<file path="src/rtl/hexbox_feeder_if.sv">
// Producer-to-feeder valid/ready handshake carrying the 32-bit value to display.
interface hexbox_feeder_if;
  logic        in_valid;
  logic [31:0] in_data;
  logic        in_ready;

  modport master (output in_valid, output in_data, input in_ready);
  modport slave  (input in_valid, input in_data, output in_ready);
endinterface

</file>
<file path="src/rtl/hexbox_feeder.sv">
// Hexbox overlay feeder: frame-synchronous value commit, window-local coordinates,
// and realignment of the returned glyph pixel with a delayed display enable.
module hexbox_feeder #(
  parameter int unsigned COLS    = 8,
  parameter int unsigned XBITS   = $clog2(COLS*8)-1,
  parameter int unsigned HW      = 12,
  parameter int unsigned X0      = 0,
  parameter int unsigned Y0      = 0,
  parameter int unsigned PIX_LAT = 2
) (
  input  logic              clk,
  input  logic              rst_n,
  input  logic [HW-1:0]     hpos,
  input  logic [HW-1:0]     vpos,
  input  logic              de,
  input  logic              frame_start,
  hexbox_feeder_if.slave    bus,
  output logic [31:0]       hb_value,
  output logic [XBITS:0]    hb_x,
  output logic [3:0]        hb_y,
  input  logic              hb_pixel,
  output logic              out_pixel,
  output logic              out_de,
  output logic [7:0]        commits
);

  localparam int unsigned XEND = X0 + COLS*8;
  localparam int unsigned YEND = Y0 + 16;
  localparam int unsigned DLEN = 1 + PIX_LAT;

  logic [31:0]     pend_data;
  logic            pend_full;
  logic            accept;
  logic            commit;
  logic            in_win;
  logic [HW:0]     hx;
  logic [HW:0]     vy;
  logic [DLEN-1:0] win_d;
  logic [DLEN-1:0] de_d;

  assign bus.in_ready = !pend_full;
  assign accept       = bus.in_valid && !pend_full;
  assign commit       = frame_start && pend_full;

  // One extra bit keeps X0+COLS*8 from wrapping at the screen edge.
  assign hx     = {1'b0, hpos};
  assign vy     = {1'b0, vpos};
  assign in_win = de &&
                  (hx >= (HW+1)'(X0)) && (hx < (HW+1)'(XEND)) &&
                  (vy >= (HW+1)'(Y0)) && (vy < (HW+1)'(YEND));

  // Pending buffer; a value accepted alongside frame_start waits for the next frame.
  always_ff @(posedge clk or negedge rst_n) begin
    if (!rst_n) begin
      pend_data <= 32'd0;
      pend_full <= 1'b0;
      hb_value  <= 32'd0;
      commits   <= 8'd0;
    end else if (accept) begin
      pend_data <= bus.in_data;
      pend_full <= 1'b1;
    end else if (commit) begin
      hb_value  <= pend_data;
      pend_full <= 1'b0;
      commits   <= commits + 8'd1;
    end
  end

  // Coordinate stage and the delay lines that match hexbox pixel latency.
  always_ff @(posedge clk or negedge rst_n) begin
    if (!rst_n) begin
      hb_x      <= '0;
      hb_y      <= 4'd0;
      win_d     <= '0;
      de_d      <= '0;
      out_pixel <= 1'b0;
      out_de    <= 1'b0;
    end else begin
      if (in_win) begin
        hb_x <= (XBITS+1)'(hpos) - (XBITS+1)'(X0);
        hb_y <= 4'(vpos) - 4'(Y0);
      end else begin
        hb_x <= '0;
        hb_y <= 4'd0;
      end
      win_d     <= {win_d[DLEN-2:0], in_win};
      de_d      <= {de_d[DLEN-2:0], de};
      out_pixel <= win_d[DLEN-1] && hb_pixel;
      out_de    <= de_d[DLEN-1];
    end
  end

endmodule
</file>
<file path="src/flat_wrapper.sv">
// flat-port wrapper written by rule: the top's interface ports become plain ports
module hexbox_feeder_flat 
#(
  parameter int unsigned COLS    = 8,
  parameter int unsigned XBITS   = $clog2(COLS*8)-1,
  parameter int unsigned HW      = 12,
  parameter int unsigned X0      = 0,
  parameter int unsigned Y0      = 0,
  parameter int unsigned PIX_LAT = 2
)
  (clk, rst_n, hpos, vpos, de, frame_start, hb_value, hb_x, hb_y, hb_pixel, out_pixel, out_de, commits, bus_in_valid, bus_in_data, bus_in_ready);
  hexbox_feeder_if bus_i ();
  input  logic clk;
  input  logic rst_n;
  input  logic [HW-1:0] hpos;
  input  logic [HW-1:0] vpos;
  input  logic de;
  input  logic frame_start;
  output logic [31:0] hb_value;
  output logic [XBITS:0] hb_x;
  output logic [3:0] hb_y;
  input  logic hb_pixel;
  output logic out_pixel;
  output logic out_de;
  output logic [7:0] commits;
  input wire logic [$bits(bus_i.in_valid)-1:0] bus_in_valid;
  input wire logic [$bits(bus_i.in_data)-1:0] bus_in_data;
  output wire logic [$bits(bus_i.in_ready)-1:0] bus_in_ready;
  assign bus_i.in_valid = bus_in_valid;
  assign bus_i.in_data = bus_in_data;
  assign bus_in_ready = bus_i.in_ready;
  hexbox_feeder #(.COLS(COLS), .XBITS(XBITS), .HW(HW), .X0(X0), .Y0(Y0), .PIX_LAT(PIX_LAT)) u_core (.clk(clk), .rst_n(rst_n), .hpos(hpos), .vpos(vpos), .de(de), .frame_start(frame_start), .bus(bus_i), .hb_value(hb_value), .hb_x(hb_x), .hb_y(hb_y), .hb_pixel(hb_pixel), .out_pixel(out_pixel), .out_de(out_de), .commits(commits));
endmodule
</file>
<file path="config.mk">
export PLATFORM = sky130hd
export DESIGN_NAME = hexbox_feeder_flat
export DESIGN_NICKNAME = d
export VERILOG_FILES = /design/src/rtl/hexbox_feeder_if.sv /design/src/rtl/hexbox_feeder.sv /design/src/flat_wrapper.sv
export SDC_FILE = /design/constraint.sdc
export NUM_CORES = 1
export LEC_CHECK = 0
export BUFFER_PORTS_ARGS = -buffer_cell sky130_fd_sc_hd__buf_2
export CAP_MARGIN = 5
export CORE_ASPECT_RATIO = 1.75
export CORE_MARGIN = 2
export CORE_UTILIZATION = 30
export CTS_CLUSTER_DIAMETER = 50
export CTS_CLUSTER_SIZE = 24
export DETAILED_ROUTE_END_ITERATION = 16
export PLACE_DENSITY = 0.5
export SLEW_MARGIN = 30
export SYNTH_ARGS = -nofsm -noshare
export SYNTH_HDL_FRONTEND = slang
export SYNTH_SLANG_ARGS = --single-unit
</file>
<file path="constraint.sdc">
create_clock -name clk -period 3.2 [get_ports clk]
set_clock_uncertainty 0.15 [all_clocks]
set_input_delay 0.32 -clock clk [delete_from_list [all_inputs] [get_ports clk]]
set_output_delay 0.32 -clock clk [all_outputs]
set_load 0.01 [all_outputs]
</file>
[Word level (Yosys, flattened, before mapping)]
Index checks and enable logic that the tools add are counted.
Cells by class
  reductions and logical operators: 10
  add/subtract/negate cells: 1
  multiplexer cells: 4
  magnitude comparators: 4
  bitwise logic cells: 1
Operators by type and width (number)
  >= comparator 12 x 1 -> 1 bit, second input constant: 2
  < comparator 12 x 5 -> 1 bit, second input constant: 1
  < comparator 12 x 7 -> 1 bit, second input constant: 1
  adder 8 x 1 -> 8 bit, second input constant: 1
  logical AND 1 bit: 7
  two-way mux 6 bit: 1
  two-way mux 4 bit: 1
  two-way mux 1 bit: 2
  AND reduction 2 bit: 1
  nonzero test 2 bit: 1
  logical NOT 1 bit: 1
  NOT 1 bit: 1
Storage, ports and cells
  register bits: 91
  bits of input ports: 62
  logic and storage cells: 30

[Depth between registers and ports, before layout]
Gate-level depths: netlist (run 1).
  word-level depth: 6
  depth in mapped cells: 5

[Worst setup path after synthesis (run 1)]
No wires, ideal clock.
  kind: reg-to-reg
  from: register u_core.pend_full
  to: register u_core.pend_data[11]
  stages on the path, launching flop included: 5
  data arrival time: 1.123 ns
  slack: 1.802 ns
  clock period less this slack: 1.398 ns
  path through: dfrtp_1 -> nor2b_1 -> buf_6 -> buf_6 -> mux2_2
On the way
  word-level cells in the longest chain between the ends: 2
Ends and longest elaborated chain
  from (decl): line hexbox_feeder.sv:32  | logic pend_full;
  from (signal assigned): line hexbox_feeder.sv:56  | pend_full <= 1'b0;
  from (signal assigned): line hexbox_feeder.sv:61  | pend_full <= 1'b1;
  from (signal assigned): line hexbox_feeder.sv:64  | pend_full <= 1'b0;
  logical NOT 1 bit: line hexbox_feeder.sv:42  | assign accept = bus.in_valid && !pend_full;
  logical AND 1 bit: line hexbox_feeder.sv:42
  to (signal assigned): line hexbox_feeder.sv:60  | pend_data <= bus.in_data;
  to (decl): line hexbox_feeder.sv:31  | logic [31:0] pend_data;
No other way between the ends.
A chain may end at the register's enable or synchronous reset.

[Worst setup path in the final report (run 1)]
  from: register u_core.pend_full
  to: register u_core.pend_data[24]
Same word-level chain as after synthesis.

==> impl_metrics.toml, run 1 <==
[status]
status = "completed"

[setup_path]
path_class = "flip-flop to flip-flop"
slowest_delay_ps = 450
worstSetupStartpointType = "flip-flop"
cp.buffers_inverters = 1
cp-startpoint = "u_core.pend_full"
crit_arrival_ps = 1740
end_kind = "flip-flop"
worst_r2r_startpoint = "u_core.pend_full"
crit_family = "flip-flops"
critical_path_required_ps = 3270
cpMaxStageDelayCell = "dfrtp_1"
crit_fanout = 22
worstPathCellList = "nor2b_4 -> buf_16 -> mux2_2"

[placed_design]
detailed_place_hpwl_um = 4847
place_inst = 444
place_area_um2 = 4128
place.port_buffers = 114
place.gp.congestion = 0.7037

[final_layout]
drive_gt1_share_pct = 61.28
design_area_um2 = 4454
fin_cells = 464
synthToLayoutAreaGrowth_pct = 28.33
nets = 386

[pwr]
power_frac_comb_pct = 24.5
seq_power_share_pct = 47.6
p_leak_nw = 2.171
clkPwrFrac_pct = 27.9
powerDensity_nw_per_um2 = 792.0
intPower_mw = 2.512
vdd_drop_max_mv = 0.4389
p_sw_share_pct = 28.80
p_sw_mw = 1.016

[die]
ioPinCount = 115
rows = 52
dieArea_um2 = 12480
die_h_um = 146.3
core_area_um2 = 11450
initial_core_util_pct = 30.31
die_w_um = 85.31

[yosys]
synth-seq-area-share_pct = 65.61
syn-num-nets = 266
synthesis.yosys.warnings = 0
netlist_instances = 203
synthesis.area_um2 = 3471
synthTopCellsByArea = "dfrtp_1, mux2_2, mux2_4, and2_1, xnor2_1"
syn_avg_cell_area_um2 = 17.10
yosys_register_bits = 91
synth_top_area_share_pct = 65.61
ys_types = 24
synth_top_cell_by_area = "dfrtp_1"

[detailed_routing]
routed-via-count = 1994
routedWlPerCell_um = 14.70
viasPerCell = 4.297
dr.first_iter.drc_count = 86
wl_um = 6821
antenna_left = 0
remaining_drc_errors = 0
dr.pass1.iters = 3

[global_route]
grt_pass1_vias = 2152
overflow = 0
antenna_found_initial = 1
track_usage_pct = 11.76
grt_max_degree = 51
grt_pass1_wl_um = 11230

[sta]
setup_violations = 0
tns_ps = 0
hold_viol_final = 0
relSlewSlack_pct = 62.37
fmax_mhz = 598.3
worst_pin_slew_ps = 564.5
final_max_slew_viol_count = 0
rsz0062_at_grt = "no"
fin_crit_sh_pct = 52.23
period_needed_ps = 1671

[cts]
cts_buffers = 9
cts-root-buf = "clkbuf_16"
h-tree-depth = 3
cts.sinks = 91
cts_tree = "built"
clockBufferDepth = 2
clkLatencyLatePin_ps = 330
clkTransAtPathRegs_ps = 70

[min_path]
hp-start = "hpos[3]"
hold_path.class = "input port to flip-flop"

[flow_run]
drv_cap = 0
==> layout make-up <==
class,instances,area [um2]
Clock buffer,9,225.2
Sequential cell,91,2277
Antenna cell,1,2.502
Fill cell,1109,6997
Timing Repair Buffer,118,640.6
Inverter,1,3.754
Multi-Input combinational cell,102,1085
Tap cell,135,168.9
Clock inverter,7,51.30
==> state kept, by name, indices dropped and copies added (netlist names) <==
name / count
u_core.pend_full: 1
u_core.commits: 8
u_core.hb_value: 32
u_core.hb_y: 4
u_core.hb_x: 6
u_core.pend_data: 32
u_core.de_d: 3
u_core.win_d: 3
u_core.out_de: 1
u_core.out_pixel: 1
==> power groups by stage <==
stage,logic [mW],clock network [mW],registers [mW]
2_1_floorplan,0.446,0,1.77
4_1_cts,0.879,1.02,1.69
6_report,0.864,0.984,1.68
3_5_place_dp,0.874,0,1.71
5_1_grt,0.940,1.08,1.74
3_3_place_gp,0.860,0,1.70
==> cell usage in the layout, fill, tap and decap left out, types with 2 or more instances in the layout <==
cell           Yosys  layout
and2_1            11      11
clkbuf_16          0       9
clkinvlp_4         0       2
dlygate4sd3_1      0       2
and4_1             2       2
nor4_1             2       2
mux2_4            19      19
nand2_1            3       3
dfrtp_1           91      91
buf_2              1     113
clkinv_2           0       2
mux2_2            46      46
inv_6              0       3
nor2_1             2       2
nand4_1            3       3
xnor2_1            6       6
==> stage by stage <==
stage | setup slack [ps] | hold WS (ps) | utilization, % | power [mW]
6_report | 1529 | 37.45 | 38.90 | 3.528
4_1_cts | 1218 | 23.30 | 38.64 | 3.593
5_1_grt | 1448 | 24.27 | 38.90 | 3.753
2_1_floorplan | 1802 | -125.6 | - | 2.214
3_5_place_dp | 1207 | 184.7 | 36.05 | 2.580
3_3_place_gp | 1245 | 181.4 | 36.05 | 2.560
==> logic make-up (layout without fill, tap and decap cells) <==
logic type                 Yosys count  after routing  share of synthesized area (%)
adders and majority gates            1              1                         0.3604
buffers and inverters               10            135                          3.352
muxes                               65             65                          23.14
DFF                                 91             91                          65.61
other                                0              1                              0
and+or+nand+nor                     29             29                          5.552
xor gates and xnor gates             7              7                          1.983
==> synthesized netlist by cell type <==
cell type,count
and4_1,2
buf_2,1
nor2b_1,1
buf_6,4
nand2_1,3
and3_1,1
nor4b_1,1
nand4_4,1
and2_4,1
nor4_1,2
dfrtp_1,91
xnor2_1,6
ha_1,1
xnor2_2,1
buf_4,1
and2_1,11
inv_1,1
mux2_2,46
nand4_1,3
buf_8,1
mux2_4,19
nor3_1,1
nor2_1,2
buf_12,2
==> metal layers <==
metal	vias to the layer above	track usage (%)	wire (um)
met1	976	13.26	2639
met4	0	5.794	178
met3	10	3.335	339
li1	943	-	-
met2	65	20.04	3663
met5	-	0	0
==> worst paths after layout <==
check | end | slack (ps) | depth (start not counted)
setup / recovery | u_core.pend_data[24] | 1530 | 3
hold / removal | u_core.hb_x[3] | 40 | 2
setup reg to reg | u_core.pend_data[24] | 1530 | 3
hold reg to reg | u_core.out_de | 200 | 0
max in group asynchronous | u_core.hb_x[5] | 1850 | 3
min in group asynchronous | u_core.hb_x[4] | 370 | 2
==> what timing repair did <==
action | 4_1_cts | 5_1_grt
gates resized for setup | 0 | 0
hold buffers | 2 | 0
setup buffers | 0 | 0
hold endpoints to repair | 42 | 0
(Power assumes the default switching activity.)
==> run 2: changes to the inputs <==
- PLACE_DENSITY: 0.5 -> 0.52
- clock period: 3.2 -> 1.4 ns (I/O delays scaled with it)
==> run 2 against run 1 <==
  * Sequential power increased by 130%
  * Via count grew 14%
  * Fmax up 16%
  * Routed wire length increased by 16%
  * The run now ends with negative hold slack, negative setup slack left
  * Clock-buffer cell count grew 3
  * Register-to-register slack got worse by 1600 ps
  * Sequential cell count unchanged
==> impl_metrics.toml, run 2 (synthesis results as in run 1) <==
[sta]
period_needed_ps = 1438
tns_ps = -707.1
fmax_mhz = 695.4
relSlewSlack_pct = 72.55
setup_violations = 37
fin_crit_sh_pct = 102.7
hold_viol_final = 1
worst_pin_slew_ps = 411.8
whs_ps = -9.215
final_max_slew_viol_count = 0
fin_ws_ps = -38.12
rsz0062_at_grt = "yes"

[placed_design]
place.gp.congestion = 0.7149
place_area_um2 = 4300
place_inst = 457
place.port_buffers = 114
detailed_place_hpwl_um = 5132

[setup_path]
worstPathCellList = "nor2b_4 -> buf_12 -> clkbuf_16 -> mux2_4"
crit_arrival_ps = 1510
crit_fanout = 6
end_kind = "flip-flop"
path_class = "flip-flop to flip-flop"
worstSetupStartpointType = "flip-flop"
critical_path_required_ps = 1470
slowest_delay_ps = 440
r2r_slack_ps = -40
cpMaxStageDelayCell = "dfrtp_2"

[die]
dieArea_um2 = 12480
die_h_um = 146.3
rows = 52
core_area_um2 = 11450
die_w_um = 85.31
ioPinCount = 115
initial_core_util_pct = 30.31

[cts]
holdBufCountCts = 46
cts_tree = "built"
h-tree-depth = 3
clkLatencyLatePin_ps = 340
cts-root-buf = "clkbuf_16"
clkTransAtPathRegs_ps = 60
clockBufferDepth = 2
cts.sinks = 91
cts_buffers = 9

[final_layout]
largestRegisters = "u_core.hb_value x32, u_core.pend_data x32, u_core.commits x8"
fin_util_pct = 47.02
nets = 448
fin_cells = 525
diodes = 0
synthToLayoutAreaGrowth_pct = 55.12
layout_common_cells = "buf_2, dfrtp_1, mux2_4, dlygate4sd3_1, mux2_2"
final_common_cell = "buf_2"
drive_gt1_share_pct = 56.41
design_area_um2 = 5384

[flow_run]
drv_cap = 0

[detailed_routing]
remaining_drc_errors = 0
antenna_left = 0
dr.first_iter.drc_count = 46
wl_um = 7924
viasPerCell = 4.333
dr.pass1.iters = 3
routed-via-count = 2275
routedWlPerCell_um = 15.09

[pwr]
p_leak_nw = 2.643
vdd_drop_max_mv = 0.8120
powerDensity_nw_per_um2 = 1696

[status]
violations = "negative hold slack, negative setup slack"
status = "finished with violations"

[global_route]
grt_pass1_wl_um = 11930
overflow = 0
antenna_found_initial = 0
grt_pass1_vias = 2377
track_usage_pct = 12.45
grt_max_degree = 27

[min_path]
hold_path.class = "input port to flip-flop"
==> run 2: layout make-up <==
type                    count  area [um2]
clock buffers              12       246.5
inverters                   1       3.754
well taps                 135       168.9
fillers                  1024        6067
flip-flops and latches     91        2278
repair buffers            180        1369
multi-input cells         102        1220
clock inverters             4       97.59
==> run 2: metrics by stage <==
| stage | power (mW) | setup slack (ps) |
|---|---|---|
| finish | 9.133 | -38.12 |
| global route | 9.622 | -75.92 |
| CTS | 8.977 | -39.56 |
| detailed placement | 6.049 | -25.82 |
| global placement | 5.998 | 9.440 |
| floorplan | 5.061 | 1.853 |
==> run 2: repair_timing <==
action | CTS | global route
endpoints found under the setup margin | 38 | 45
resized for setup | 3 | 42
hold endpoints to repair | 136 | 1
setup buffers | 0 | 2
gates cloned | 0 | 4
==> run 2: report_power, final <==
group / switching [mW] / total [mW] / internal (mW)
Sequential: 0.434 / 3.80 / 3.37
Combinational: 0.981 / 2.55 / 1.57
Clock: 0.984 / 2.78 / 1.80
Total: 2.40 / 9.13 / 6.73
==> run 2: final timing paths <==
check                                 start                   end  depth (start not counted)
min reg2reg                  u_core.de_d[1]        u_core.de_d[2]                          0
max                        u_core.pend_full  u_core.pend_data[21]                          4
min                             frame_start     u_core.commits[0]                          3
max reg2reg                u_core.pend_full  u_core.pend_data[21]                          4
min in group asynchronous             rst_n     u_core.commits[7]                          2
max in group asynchronous             rst_n   u_core.hb_value[26]                          3
==> run 2: per-layer routing <==
| metal | routed length, um | GRT usage [%] | share of wire [%] |
|---|---|---|---|
| met1 | 3062 | 13.76 | 39 |
| met2 | 4331 | 21.48 | 55 |
| met3 | 373 | 2.996 | 4.7 |
| met4 | 156 | 6.905 | 2.0 |
| met5 | 0 | 0 | 0 |
==> run 2: worst max-delay path, delay by kind of cell, from the launching register on <==
kind	cells	cell delay, ps
flip-flops	1	440
multiplexers	1	300
buffers and inverters	2	290
AND/OR/NAND/NOR	1	140
